--- src/rtl/gh_pipe_reg_ce.sv ---
// Valid/ready pipeline register chain with bubble collapsing, clock enable and flush.
// Define GH_PIPE_REG_SKID_EN to add a one-entry skid buffer that registers in_ready.
module gh_pipe_reg_ce #(
    parameter int WIDTH = 8,
    parameter int DEPTH = 2,
    parameter int OCC_W = $clog2(DEPTH + 2)
) (
    input  logic             clk,
    input  logic             rst,
    input  logic             ce,
    input  logic             flush,
    input  logic             in_valid,
    output logic             in_ready,
    input  logic [WIDTH-1:0] in_data,
    output logic             out_valid,
    input  logic             out_ready,
    output logic [WIDTH-1:0] out_data,
    output logic [OCC_W-1:0] occupancy
);

    logic [DEPTH-1:0] v_q, v_d;
    logic [DEPTH-1:0] adv;
    logic [WIDTH-1:0] d_q [DEPTH];
    logic [WIDTH-1:0] d_d [DEPTH];
    logic [OCC_W-1:0] occ_q, occ_d;
    logic             step;
    logic             in_acc;
    logic             out_acc;
    logic             src_v;
    logic [WIDTH-1:0] src_d;
`ifdef GH_PIPE_REG_SKID_EN
    logic             sv_q, sv_d;
    logic [WIDTH-1:0] sd_q, sd_d;
`endif

    // Advance chain walks from the output back so a stall only stops stages behind full ones.
    always_comb begin
        logic a;
        a = ~v_q[DEPTH-1] | out_ready;
        adv = '0;
        adv[DEPTH-1] = a;
        for (int i = DEPTH - 2; i >= 0; i--) begin
            a = ~v_q[i] | a;
            adv[i] = a;
        end
    end

    assign step = ce & ~flush;

`ifdef GH_PIPE_REG_SKID_EN
    assign in_ready = step & ~sv_q;
    assign src_v    = sv_q | in_acc;
    assign src_d    = sv_q ? sd_q : in_data;
`else
    assign in_ready = step & adv[0];
    assign src_v    = in_acc;
    assign src_d    = in_data;
`endif

    assign in_acc    = in_valid & in_ready;
    assign out_acc   = v_q[DEPTH-1] & out_ready & ce;
    assign out_valid = v_q[DEPTH-1];
    assign out_data  = d_q[DEPTH-1];
    assign occupancy = occ_q;

    always_comb begin
        v_d   = v_q;
        d_d   = d_q;
        occ_d = occ_q;
`ifdef GH_PIPE_REG_SKID_EN
        sv_d  = sv_q;
        sd_d  = sd_q;
`endif
        if (flush) begin
            v_d   = '0;
            occ_d = '0;
`ifdef GH_PIPE_REG_SKID_EN
            sv_d  = 1'b0;
`endif
        end else if (ce) begin
            if (adv[0]) begin
                v_d[0] = src_v;
                if (src_v) d_d[0] = src_d;
            end
            for (int i = 1; i < DEPTH; i++) begin
                if (adv[i]) begin
                    v_d[i] = v_q[i-1];
                    if (v_q[i-1]) d_d[i] = d_q[i-1];
                end
            end
            occ_d = occ_q + OCC_W'(in_acc) - OCC_W'(out_acc);
`ifdef GH_PIPE_REG_SKID_EN
            if (sv_q && adv[0]) sv_d = 1'b0;
            if (in_acc && !adv[0]) begin
                sv_d = 1'b1;
                sd_d = in_data;
            end
`endif
        end
    end

    always_ff @(posedge clk or posedge rst) begin
        if (rst) begin
            v_q   <= '0;
            occ_q <= '0;
            for (int i = 0; i < DEPTH; i++) d_q[i] <= '0;
`ifdef GH_PIPE_REG_SKID_EN
            sv_q  <= 1'b0;
            sd_q  <= '0;
`endif
        end else begin
            v_q   <= v_d;
            occ_q <= occ_d;
            for (int i = 0; i < DEPTH; i++) d_q[i] <= d_d[i];
`ifdef GH_PIPE_REG_SKID_EN
            sv_q  <= sv_d;
            sd_q  <= sd_d;
`endif
        end
    end

endmodule
--- config.mk ---
export PLATFORM = sky130hd
export DESIGN_NAME = gh_pipe_reg_ce
export DESIGN_NICKNAME = d
export VERILOG_FILES = /design/src/rtl/gh_pipe_reg_ce.sv
export SDC_FILE = /design/constraint.sdc
export NUM_CORES = 1
export LEC_CHECK = 0
export BUFFER_PORTS_ARGS = -buffer_cell sky130_fd_sc_hd__buf_2
export CAP_MARGIN = 20
export CORE_MARGIN = 10
export CORE_UTILIZATION = 35
export DETAILED_ROUTE_END_ITERATION = 12
export SKIP_CTS_REPAIR_TIMING = 1
export SYNTH_ARGS = -nofsm -noshare
export SYNTH_HDL_FRONTEND = slang
export SYNTH_SLANG_ARGS = --single-unit
--- constraint.sdc ---
create_clock -name clk -period 2.6 [get_ports clk]
set_input_delay 0.13 -clock clk [delete_from_list [all_inputs] [get_ports clk]]
set_output_delay 0.13 -clock clk [all_outputs]
set_load 0.05 [all_outputs]
Yosys cells after proc, flatten, opt, wreduce, memory -nomap -nowiden
Cells that the tools add are included. W data, S select, Z words.

Logic and storage cells: 30. Register bits: 20. Output and inout port bits: 12. Input port bits: 14.

Mux-type cells: 6. Bitwise operators: 10. Reductions and logical operators: 7. Add/sub/neg operators: 2.

Operators with widths (count): $mux W2 (4); $reduce_and A4 Y1 (2); $reduce_bool A2 Y1 (3); $and A1 B1 Y1 (5); $reduce_and A2 Y1 (2); $not A1 Y1 (3); $add A2 B1 Y2 (1); $mux W1 (2); $or A1 B1 Y1 (2); $sub A2 B1 Y2 (1).

Longest topological paths before layout
Word-level depth: 9. Mapped depth: 10. Mapped depth without buffers: 9.

Worst setup path before layout
Ideal clock, no wire load.

Path kind: register to register. From: register v_q[1]. To: register occ_q[1], in the netlist occupancy[1]. Buffers on the path: 0. Period minus slack after synthesis: 2376 ps. Required time: 2480 ps. Cell stages (with the launch flop): 10. Arrival time: 2256 ps. Setup slack: 224 ps. Library setup time: 120 ps. Cell sequence: dfrtp_1 -> nor2b_2 -> a211oi_4 -> inv_1 -> ha_1 -> inv_1 -> ha_1 -> xor2_1 -> a21oi_1 -> a31o_2.

Word-level cells in the longest chain between the ends: 9. Elaborated cells on any way between the ends: 11. Those cells by class: add/sub: 2; mux: 2; bitwise: 7.

Ends and longest elaborated chain: start: declaration (line 21) `logic [DEPTH-1:0] v_q, v_d;`; start signal: assignment (line 112) `v_q <= v_d;`; $not A1 Y1 (line 39) `a = ~v_q[DEPTH-1] | out_ready;`; $or A1 B1 Y1 (line 39); $or A1 B1 Y1 (line 43) `a = ~v_q[i] | a;`; $and A1 B1 Y1 (line 55) `assign in_ready = step & adv[0];`; $and A1 B1 Y1 (line 60) `assign in_acc = in_valid & in_ready;`; $add A2 B1 Y2 (line 91) `occ_d = occ_q + OCC_W'(in_acc) - OCC_W'(out_acc);`; $sub A2 B1 Y2 * (line 91); $mux W2 * (line 80) `end else if (ce) begin`; $mux W2 * (line 74) `if (flush) begin`; end signal: assignment (line 105) `occ_q <= '0;`; end signal: assignment (line 113) `occ_q <= occ_d;`; end: declaration (line 25) `logic [OCC_W-1:0] occ_q, occ_d;`.

Mark *: on every way between the ends. The rest lies on a longest branch, timed or not. The select of a mux whose other input is x is not followed. A chain may end at the register's enable or synchronous reset.

Worst setup path after layout
Same ends and word-level chain as after synthesis.

==> results.json <==
{
  "worstSetupEndpoint": "occupancy[1]",
  "worst_slew_pin_slew_ns": 0.721,
  "ys_warn_count": 0,
  "critPathKind": "reg2reg",
  "fin_skew_ns": 0.00295,
  "switchingPower_w": 0.000362,
  "die_w_microns": 71.8,
  "r2r_cells": 9,
  "slew_headroom": 0.519,
  "grt_pass1_vias": 603,
  "die_h_microns": 71.8,
  "avgSynthCellArea_sq_um": 13.2,
  "timing.hold.ws_ns": -0.0636,
  "path_cells": "nor2b_2 > a211oi_4 > inv_1 > ha_1 > inv_1 > ha_1 > xor2_1 > a21oi_1 > a31o_2",
  "drt_pass1_iterations": 2,
  "io_pins": 26,
  "reg2reg_from": "v_q[1]",
  "gp_congestion": 0.718,
  "routed_via_density": 4.66,
  "r2r_setup_slack_ns": 0.58,
  "clock.fmax_mhz": 496,
  "antenna_left": 0,
  "stdcell_area_sq_um": 1090,
  "cp_max_fo": 4,
  "core_area_sq_um": 2520,
  "setup_violations": 0,
  "grt_overflow": 0,
  "nFillCells": 249,
  "pwr-share-clk": 0.247,
  "clkSinkCount": 20,
  "cp-startpoint": "v_q[1]",
  "dpl_cell_area_sq_um": 1040,
  "postRouteWirelength_microns": 1710,
  "crit_cells": 9,
  "hold_violations": 20,
  "violations": "hold timing",
  "cp-end-kind": "flop",
  "grt_pass1_wl_microns": 2840,
  "cts_buffers": 3,
  "rr_endpoint": "occupancy[1]",
  "powerDensity_nw_per_um2": 913,
  "grt_max_degree": 21,
  "clkTransAtPathRegs_ns": 0.11,
  "worstSetupStartpointType": "flop",
  "synth.net_count": 87,
  "ys_seq_elements": 20,
  "slowest_stage": "dfrtp_1",
  "ir_drop_uv": 395,
  "finalCriticalPeriod_ns": 2.02,
  "synth_cell_types": 20,
  "drtIter0Drc": 13,
  "path_delay_family": "compound AO/OA/AOI/OAI gates",
  "required_ns": 2.79,
  "maxSlewViolCount": 0,
  "p_seq_frac": 0.419,
  "drive_gt1_frac": 0.543,
  "cts_buffer_depth": 2,
  "arrival_ns": 2.21,
  "grtUsageTotal": 0.0696,
  "max_cap_violations": 0,
  "p_int_w": 0.000637,
  "clk_latency_ns": 0.29,
  "period_share": 0.776,
  "rsz0062_at_grt": "no",
  "fin_setup_tns_ns": 0,
  "cts_root_buffer": "clkbuf_4",
  "outcome": "complete, but fails checks",
  "port-buffer-count": 25,
  "synth_cells": 71,
  "via_count": 569,
  "initial_core_util": 0.373,
  "drc": 0,
  "fin_nets": 109,
  "seq_area_frac_synth": 0.533,
  "tritoncts": "built",
  "antenna_found_initial": 0,
  "rows": 18,
  "cts_max_level": 1,
  "pwr-share-comb": 0.334,
  "n_antenna_cell": 0,
  "synth.cell_area_sq_um": 940,
  "fp.dieArea_sq_um": 5160,
  "area_delta_synth_final_pct": 16.5,
  "hpwlAfterDp_microns": 1340,
  "switching_share": 0.362,
  "wire_per_inst_microns": 14.0,
  "worst-path-buf-inv": 2,
  "hold_path_class": "in2async",
  "max_stage_delay_ns": 0.41,
  "leakagePower_nw": 0.554
}
cell usage after synthesis:
cell	number	area [sq um]
a31o_2	1	8.76
a211oi_4	1	20.0
buf_4	9	67.6
o21ai_0	1	5.00
nor2b_2	1	8.76
nor2_1	3	11.3
nor3b_4	1	18.8
nand2b_1	1	6.26
ha_1	2	25.0
mux2_1	1	11.3
mux2i_1	1	10.0
xor2_1	1	8.76
mux2_2	15	169
dfrtp_1	20	500
nand2_1	2	7.51
a21oi_1	3	15.0
a22oi_1	1	7.51
nand2b_4	1	13.8
and3_1	1	6.26
inv_1	5	18.8
per-layer routing:
metal  GRT usage  routed length (microns)
met5           0                        0
met1      0.0630                      675
met4      0.0516                       40
met2       0.133                      954
met3      0.0124                       40
kinds of logic after synthesis:
| family | share of synthesized area |
|---|---|
| flops | 0.533 |
| mux | 0.202 |
| buf+inv | 0.0919 |
| simple gates | 0.0772 |
| compound gates | 0.0599 |
| fa+ha+maj | 0.0266 |
| xor+xnor | 0.00932 |
worst min-delay path by stage:
stage	from	endpoint	slack, ns	cells past startpoint
2_1_floorplan	rst	d_q[10]	0.09	1
3_3_place_gp	rst	v_q[1]	0.30	2
3_5_place_dp	rst	v_q[1]	0.29	2
4_1_cts	rst	d_q[14]	-0.04	2
5_1_grt	rst	d_q[10]	0.008	2
6_report	rst	d_q[8]	-0.06	2
registers in the layout, summed over array words and instances, names as in the netlist:
name / flops
occupancy: 2
out_data: 8
d_q: 8
v_q: 2
final cells by class:
type                    instances  area [sq um]  area share
flip-flops and latches         20           500       0.457
inverters                       5          18.8      0.0171
repair buffers                 26           133       0.121
clock buffers                   3          22.5      0.0206
clock inverters                 1          30.0      0.0274
multi-input cells              37           353       0.322
well taps                      30          37.5      0.0343
layout by cell type, fill, tap and decap left out:
cell	Yosys	layout
buf_2	0	25
nor2_1	3	3
nor2b_2	1	1
nand2b_1	1	1
nand2_1	2	2
bufinv_16	0	1
mux2_2	15	15
o21ai_0	1	1
buf_4	9	1
clkbuf_4	0	3
nor3b_4	1	1
a22oi_1	1	1
mux2_1	1	1
and3_1	1	1
mux2i_1	1	1
nand2b_4	1	1
a31o_2	1	1
ha_1	2	2
inv_1	5	5
a21oi_1	3	3
xor2_1	1	1
a211oi_4	1	1
dfrtp_1	20	20
through the flow:
stage               total power, W  utilization  worst slack, ns  instances  hold slack [ns]
global route               0.00105        0.434            0.455        122          0.00838
global placement          0.000757        0.413            0.650        118            0.296
CTS                        0.00101        0.434            0.575        122          -0.0411
floorplan                 0.000747            -            0.224         71           0.0938
finish                    0.000999        0.434            0.583        122          -0.0636
detailed placement        0.000764        0.413            0.608        118            0.291
power by group through the flow:
| stage | registers (W) | clock network, W | logic [W] |
|---|---|---|---|
| floorplan | 0.000420 | 0 | 0.000327 |
| global placement | 0.000421 | 0 | 0.000336 |
| detailed placement | 0.000425 | 0 | 0.000339 |
| CTS | 0.000420 | 0.000254 | 0.000340 |
| global route | 0.000429 | 0.000266 | 0.000353 |
| finish | 0.000419 | 0.000247 | 0.000333 |
No activity file was read; power rests on OpenSTA's default activity.
